`config.mk`:
```
export PLATFORM = sky130hd
export DESIGN_NAME = alu_arbiter_flat
export DESIGN_NICKNAME = d
export VERILOG_FILES = /design/src/rtl/alu_arbiter_if.sv /design/src/rtl/alu_arbiter.sv /design/src/flat_wrapper.sv
export SDC_FILE = /design/constraint.sdc
export NUM_CORES = 1
export LEC_CHECK = 0
export CAP_MARGIN = 5
export CORE_AREA = 4 4 230 232
export DETAILED_ROUTE_END_ITERATION = 10
export DIE_AREA = 0 0 234 236
export HOLD_SLACK_MARGIN = 0.06
export SYNTH_ARGS = -nofsm -noshare
export SYNTH_HDL_FRONTEND = slang
export SYNTH_SLANG_ARGS = --single-unit
```
`constraint.sdc`:
```
create_clock -name clk -period 2.6 [get_ports clk]
set_clock_uncertainty 0.1 [all_clocks]
set_input_delay 0.39 -clock clk [delete_from_list [all_inputs] [get_ports clk]]
set_output_delay 0.39 -clock clk [all_outputs]
set_load 0.05 [all_outputs]
```
`src/rtl/alu_arbiter_if.sv`:
```
// alu_arbiter_if: request/response bus between the two ALU requesters and
// alu_arbiter.
//   req{0,1}_valid/ready/op/a/b : request handshake plus operands
//   resp{0,1}_valid/ready        : response handshake, one per requester
//   resp_data                    : captured ALU result, shared by both ports
// master = requester side, slave = arbiter side.
interface alu_arbiter_if #(
  parameter int WIDTH = 72,
  parameter int OP_W  = 4
);
  logic             req0_valid, req0_ready;
  logic [OP_W-1:0]  req0_op;
  logic [WIDTH-1:0] req0_a, req0_b;
  logic             req1_valid, req1_ready;
  logic [OP_W-1:0]  req1_op;
  logic [WIDTH-1:0] req1_a, req1_b;
  logic             resp0_valid, resp0_ready;
  logic             resp1_valid, resp1_ready;
  logic [WIDTH-1:0] resp_data;

  modport master (
    output req0_valid, req0_op, req0_a, req0_b,
    output req1_valid, req1_op, req1_a, req1_b,
    output resp0_ready, resp1_ready,
    input  req0_ready, req1_ready, resp0_valid, resp1_valid, resp_data
  );

  modport slave (
    input  req0_valid, req0_op, req0_a, req0_b,
    input  req1_valid, req1_op, req1_a, req1_b,
    input  resp0_ready, resp1_ready,
    output req0_ready, req1_ready, resp0_valid, resp1_valid, resp_data
  );
endinterface

```
`src/rtl/alu_arbiter.sv`:
```
// alu_arbiter: shares one registered ALU between the execute stage (port 0)
// and the branch/compare unit (port 1). Round-robin grant, one op in flight.
//   clk, rst_n          : clock, async active-low reset
//   bus (slave)         : request/response handshakes and resp_data
//   alu_op/alu_a/alu_b  : registered ALU inputs, held for the whole op
//   alu_c               : ALU result, registered by the ALU one edge later
//   busy                : controller is not IDLE
// Optional: define ALU_ARBITER_STATS_EN to add stats_clr and the saturating
// grant_cnt0/grant_cnt1 grant counters.
module alu_arbiter #(
  parameter int WIDTH      = 72,
  parameter int OP_W       = 4,
  parameter int MULDIV_LAT = 2
) (
  input  logic             clk,
  input  logic             rst_n,
  alu_arbiter_if.slave     bus,
  output logic [OP_W-1:0]  alu_op,
  output logic [WIDTH-1:0] alu_a,
  output logic [WIDTH-1:0] alu_b,
  input  logic [WIDTH-1:0] alu_c,
  output logic             busy
`ifdef ALU_ARBITER_STATS_EN
  ,
  input  logic             stats_clr,
  output logic [15:0]      grant_cnt0,
  output logic [15:0]      grant_cnt1
`endif
);

  localparam int CNT_W = 4;

  typedef enum logic [1:0] {IDLE, EXEC, CAPT, RESP} state_t;

  typedef struct packed {
    logic [OP_W-1:0]  op;
    logic [WIDTH-1:0] a;
    logic [WIDTH-1:0] b;
  } req_t;

  state_t           state_q, state_d;
  logic             last_grant_q, last_grant_d;
  logic             owner_q, owner_d;
  logic [CNT_W-1:0] wait_q, wait_d;
  req_t             alu_q, alu_d;
  logic [WIDTH-1:0] resp_data_q, resp_data_d;
  logic [1:0]       resp_vld_q, resp_vld_d;

  logic [1:0] req_vld, resp_rdy, gnt, hs;
  req_t       req [2];
  logic       sel, muldiv;

  assign req_vld  = {bus.req1_valid, bus.req0_valid};
  assign resp_rdy = {bus.resp1_ready, bus.resp0_ready};
  assign req[0]   = {bus.req0_op, bus.req0_a, bus.req0_b};
  assign req[1]   = {bus.req1_op, bus.req1_a, bus.req1_b};

  // Round-robin: on contention the port that did not win last time goes.
  always_comb begin
    gnt = req_vld;
    if (&req_vld) gnt = last_grant_q ? 2'b01 : 2'b10;
  end

  // Ready is gated by rst_n so it drops with the rest of the outputs
  // while reset is held, even if a requester keeps valid high.
  assign hs     = (state_q == IDLE && rst_n) ? gnt : 2'b00;
  assign sel    = hs[1];
  assign muldiv = (req[sel].op == OP_W'(2)) || (req[sel].op == OP_W'(3));

  always_comb begin
    state_d      = state_q;
    last_grant_d = last_grant_q;
    owner_d      = owner_q;
    wait_d       = wait_q;
    alu_d        = alu_q;
    resp_data_d  = resp_data_q;
    resp_vld_d   = resp_vld_q;
    case (state_q)
      IDLE: if (|hs) begin
        alu_d        = req[sel];
        last_grant_d = sel;
        owner_d      = sel;
        wait_d       = muldiv ? CNT_W'(MULDIV_LAT) : '0;
        state_d      = EXEC;
      end
      // ALU samples the held inputs every edge; extra cycles only for mul/div.
      EXEC: if (wait_q != '0) wait_d = wait_q - CNT_W'(1);
            else              state_d = CAPT;
      CAPT: begin
        resp_data_d          = alu_c;
        resp_vld_d[owner_q]  = 1'b1;
        state_d              = RESP;
      end
      RESP: if (|(resp_vld_q & resp_rdy)) begin
        resp_vld_d = '0;
        state_d    = IDLE;
      end
      default: state_d = IDLE;
    endcase
  end

  always_ff @(posedge clk or negedge rst_n) begin
    if (!rst_n) begin
      state_q      <= IDLE;
      last_grant_q <= 1'b1;
      owner_q      <= 1'b0;
      wait_q       <= '0;
      alu_q        <= '0;
      resp_data_q  <= '0;
      resp_vld_q   <= '0;
    end else begin
      state_q      <= state_d;
      last_grant_q <= last_grant_d;
      owner_q      <= owner_d;
      wait_q       <= wait_d;
      alu_q        <= alu_d;
      resp_data_q  <= resp_data_d;
      resp_vld_q   <= resp_vld_d;
    end
  end

  assign bus.req0_ready  = hs[0];
  assign bus.req1_ready  = hs[1];
  assign bus.resp0_valid = resp_vld_q[0];
  assign bus.resp1_valid = resp_vld_q[1];
  assign bus.resp_data   = resp_data_q;
  assign alu_op          = alu_q.op;
  assign alu_a           = alu_q.a;
  assign alu_b           = alu_q.b;
  assign busy            = (state_q != IDLE);

`ifdef ALU_ARBITER_STATS_EN
  logic [1:0][15:0] gcnt_q, gcnt_d;

  // Clear has priority over a coincident grant; counts saturate.
  always_comb begin
    for (int i = 0; i < 2; i++) begin
      gcnt_d[i] = gcnt_q[i];
      if (stats_clr)                             gcnt_d[i] = '0;
      else if (hs[i] && gcnt_q[i] != 16'hFFFF)   gcnt_d[i] = gcnt_q[i] + 16'd1;
    end
  end

  always_ff @(posedge clk or negedge rst_n) begin
    if (!rst_n) gcnt_q <= '0;
    else        gcnt_q <= gcnt_d;
  end

  assign grant_cnt0 = gcnt_q[0];
  assign grant_cnt1 = gcnt_q[1];
`endif

endmodule

```
`src/flat_wrapper.sv`:
```
// flat-port wrapper written by rule: the top's interface ports become plain ports
module alu_arbiter_flat 
#(
  parameter int WIDTH      = 72,
  parameter int OP_W       = 4,
  parameter int MULDIV_LAT = 2
)
  (clk, rst_n, alu_op, alu_a, alu_b, alu_c, busy, bus_req0_valid, bus_req0_op, bus_req0_a, bus_req0_b, bus_req1_valid, bus_req1_op, bus_req1_a, bus_req1_b, bus_resp0_ready, bus_resp1_ready, bus_req0_ready, bus_req1_ready, bus_resp0_valid, bus_resp1_valid, bus_resp_data);
  alu_arbiter_if #(.WIDTH(WIDTH), .OP_W(OP_W)) bus_i ();
  input  logic clk;
  input  logic rst_n;
  output logic [OP_W-1:0] alu_op;
  output logic [WIDTH-1:0] alu_a;
  output logic [WIDTH-1:0] alu_b;
  input  logic [WIDTH-1:0] alu_c;
  output logic busy;
  input wire logic [$bits(bus_i.req0_valid)-1:0] bus_req0_valid;
  input wire logic [$bits(bus_i.req0_op)-1:0] bus_req0_op;
  input wire logic [$bits(bus_i.req0_a)-1:0] bus_req0_a;
  input wire logic [$bits(bus_i.req0_b)-1:0] bus_req0_b;
  input wire logic [$bits(bus_i.req1_valid)-1:0] bus_req1_valid;
  input wire logic [$bits(bus_i.req1_op)-1:0] bus_req1_op;
  input wire logic [$bits(bus_i.req1_a)-1:0] bus_req1_a;
  input wire logic [$bits(bus_i.req1_b)-1:0] bus_req1_b;
  input wire logic [$bits(bus_i.resp0_ready)-1:0] bus_resp0_ready;
  input wire logic [$bits(bus_i.resp1_ready)-1:0] bus_resp1_ready;
  output wire logic [$bits(bus_i.req0_ready)-1:0] bus_req0_ready;
  output wire logic [$bits(bus_i.req1_ready)-1:0] bus_req1_ready;
  output wire logic [$bits(bus_i.resp0_valid)-1:0] bus_resp0_valid;
  output wire logic [$bits(bus_i.resp1_valid)-1:0] bus_resp1_valid;
  output wire logic [$bits(bus_i.resp_data)-1:0] bus_resp_data;
  assign bus_i.req0_valid = bus_req0_valid;
  assign bus_i.req0_op = bus_req0_op;
  assign bus_i.req0_a = bus_req0_a;
  assign bus_i.req0_b = bus_req0_b;
  assign bus_i.req1_valid = bus_req1_valid;
  assign bus_i.req1_op = bus_req1_op;
  assign bus_i.req1_a = bus_req1_a;
  assign bus_i.req1_b = bus_req1_b;
  assign bus_i.resp0_ready = bus_resp0_ready;
  assign bus_i.resp1_ready = bus_resp1_ready;
  assign bus_req0_ready = bus_i.req0_ready;
  assign bus_req1_ready = bus_i.req1_ready;
  assign bus_resp0_valid = bus_i.resp0_valid;
  assign bus_resp1_valid = bus_i.resp1_valid;
  assign bus_resp_data = bus_i.resp_data;
  alu_arbiter #(.WIDTH(WIDTH), .OP_W(OP_W), .MULDIV_LAT(MULDIV_LAT)) u_core (.clk(clk), .rst_n(rst_n), .bus(bus_i), .alu_op(alu_op), .alu_a(alu_a), .alu_b(alu_b), .alu_c(alu_c), .busy(busy));
endmodule
```
==> run_results.csv <==
group,metric,value,unit
power,switching_share,47.6,%
setup_path,path_class,"flip-flop to output pin",
detailed_routing,antenna_left,0,
layout,fin_nets,1993,
place,port_buffers,598,
logic_synthesis,synthArstFlopShare,100,%
global_routing,grt_max_degree,117,
detailed_routing,drtPass1Iterations,5,
detailed_routing,drtIter0Drc,329,
power,pwr-share-seq,25.9,%
logic_synthesis,synth_edf_count,0,
logic_synthesis,yosys_register_bits,230,
detailed_routing,post_drt_wl_per_cell,16.5,µm
sta,period_needed,2.46,ns
power,intPower,13000,µW
global_routing,grt_pass1_vias,9788,
sta,relSlewSlack,50.3,%
logic_synthesis,synth_cells,1030,
sta,slew_viol_final,0,
logic_synthesis,synthTopCellsByCount,"nand2_1 (301), dfrtp_1 (229), nor2_1 (153), a31oi_1 (151), mux2_2 (72)",
logic_synthesis,netlist_area,10000,µm²
setup_path,arrival,1.97,ns
die,dieWidth,234,µm
logic_synthesis,synth_nets,1411,
logic_synthesis,yosysSeqAreaShare,57.4,%
die,initial_core_util,19.7,%
layout,antennaDiodeCount,0,
detailed_routing,drc,0,
power,switching_power,11800,µW
logic_synthesis,synth_cell_type_count,34,
sta,hold_violations,0,
layout,fillCellCount,5190,
setup_path,end_kind,"output pin",
logic_synthesis,synth.top_cell.area_share,57.2,%
sta,rsz0062_at_grt,"false",
layout,syn2layout_area_growth,77.4,%
power,p_per_area,1400,nW/µm²
power,max-vdd-ir-drop,0.717,mV
detailed_routing,routed_wl,38100,µm
clock_network,h-tree-depth,1,
sta,finalCritPeriodShare,94.8,%
place,pre_cts_ws,0.223,ns
layout,final_layout_size_suffix_gt1_share,9.57,%
setup_path,crit_path_max_fanout,9,
sta,worst_slew_pin_slew,0.745,ns
die,die_y,236,µm
sta,fin_hold_ws,0.195,ns
clock_network,post_cts_buffers,0,
clock_network,cts_buffers,27,
clock_network,root_buffer,"clkbuf_16",
logic_synthesis,yosys_most_used_dff,"dfrtp_1",
detailed_routing,dr_total_vias,9587,
layout,multi_input_area,3830,µm²
power,cellLeakagePower,0.00719,µW
global_routing,antenna_found_initial,0,
clock_network,clk_pin_slew,0.06,ns
logic_synthesis,syn_area_per_cell,9.73,µm²
clock_network,cts_tree,"yes",
die,coreArea,51000,µm²
clock_network,cts_num_sinks,230,
logic_synthesis,ys.warnings.count,0,
layout,fin_util,34.9,%
sta,setup_viol,0,
sta,fmax,0.406,GHz
die,num_rows,83,
flow_run,maxCapViolCount,0,
sta,worst_slack,0.136,ns
logic_synthesis,yosys.area.top_type,"dfrtp_1",
detailed_routing,routed_via_density,4.15,
setup_path,startpoint_type,"flip-flop",
sta,setup_tns,0,ns
global_routing,globalRouteTotalUtil,12.9,%
logic_synthesis,synthTopCellsByArea,"dfrtp_1 (57%), nand2_1 (11%), a31oi_1 (9.4%)",
place,hpwlAfterDp,29500,µm
status,run_status,"completed",
die,ios,599,
power,clkPwrFrac,15.8,%
clock_network,insertion_delay,0.55,ns
layout,regArea,5760,µm²
place,gp_congestion,0.834,
clock_network,cts_buffer_depth,3,
global_routing,overflow,0,
hold_path,min_path_type,"input port to asynchronous set/reset pin",
logic_synthesis,synth_most_common_cell,"nand2_1",
setup_path,cp.required,2.11,ns
die,die_area,55200,µm²
global_routing,grt_pass1_wl,56500,µm
power,combPwrFrac,58.3,%
## through the flow
stage	area [µm²]	instances	power [µW]
after floorplan	10000	1030	15700
after global placement	16800	2262	20900
after detailed placement	16800	2262	21100
after CTS	17800	2310	25100
after global routing	17800	2310	26100
final	17800	2310	24900
## final timing paths
kind                            slack [ns]                                  from                              endpoint  cells past startpoint
worst min-delay path                  0.19                                 rst_n   u_core.bus.resp_data[5]$_DFFE_PN0P_                      2
worst min register to register        0.40  u_core.bus.resp_data[33]$_DFFE_PN0P_  u_core.bus.resp_data[33]$_DFFE_PN0P_                      1
max in group asynchronous             1.25                                 rst_n          u_core.alu_a[68]$_DFFE_PN0P_                      3
worst max register to register        0.55         u_core.state_q[1]$_DFFE_PN0P_          u_core.alu_b[28]$_DFFE_PN0P_                      7
min in group clk                      0.30                        bus_req1_a[51]          u_core.alu_a[51]$_DFFE_PN0P_                      3
worst max-delay path                  0.14         u_core.state_q[1]$_DFFE_PN0P_                        bus_req0_ready                      6
## cell usage in the layout, fill, tap and decap left out, drive strengths merged, types with 3 or more instances in the layout
master / instances
inv: 8
bufinv: 4
o21ai: 5
mux2i: 3
nand2: 301
dfrtp: 229
nor2: 153
a31oi: 151
buf: 33
ha: 7
mux2: 73
clkinv: 4
nand3: 3
a21oi: 5
clkdlybuf4s50: 594
clkbuf: 38
## per-layer routing
metal / global-route usage (%) / vias up / part of all wire (%)
met5: 0 / - / 0
met4: 4.48 / 0 / 3.2
met3: 4.40 / 63 / 10
met2: 22.6 / 439 / 49
met1: 14.4 / 4448 / 38
li1: - / 4637 / -
## layout make-up
| cell class | instances | area share [%] |
|---|---|---|
| sequential | 230 | 32.4 |
| multi-input combinational | 717 | 21.6 |
| timing repair buffer | 628 | 35.8 |
| tap | 680 | 4.79 |
| clock inverter | 9 | 0.851 |
| clock buffer | 38 | 4.26 |
| inverter | 8 | 0.317 |
## kinds of logic (layout without fill, tap and decap cells)
group,count (synthesis),count (layout),synth area share (%)
compound gates,169,169,10.6
fa+ha+maj,7,7,0.874
buf+inv,83,683,4.67
flops,230,230,57.4
mux,76,76,8.54
simple gates,465,465,17.9
## power by group through the flow
stage,Clock [µW],Combinational [µW],Sequential (µW)
floorplan,0,3250,12400
global placement,0,14500,6410
detailed placement,0,14600,6490
CTS,4050,14600,6470
global route,4190,15200,6670
finish,3930,14500,6450
## sequential cells by signal (all words and copies together), names as in the netlist
register and count:
u_core.last_grant_q 1, u_core.alu_op 4, u_core.alu_b 72, u_core.owner_q 1
u_core.state_q 2, u_core.resp_vld_q 2, u_core.bus.resp_data 72, u_core.wait_q 4
u_core.alu_a 72
## worst max-delay path: stages, from the launching register on
cell,delay (ns)
dfrtp_1,0.44
inv_2,0.10
ha_1,0.18
buf_4,0.19
nand3_1,0.14
a21oi_4,0.21
buf_12,0.17
## repair_timing
item	4_1_cts	5_1_grt
pin swaps	0	0
endpoints found under the setup margin	2	1
gates cloned	0	0
hold buffers	1	0
resized for setup	4	2
hold endpoints to repair	193	0
(Power assumes the default switching activity.)
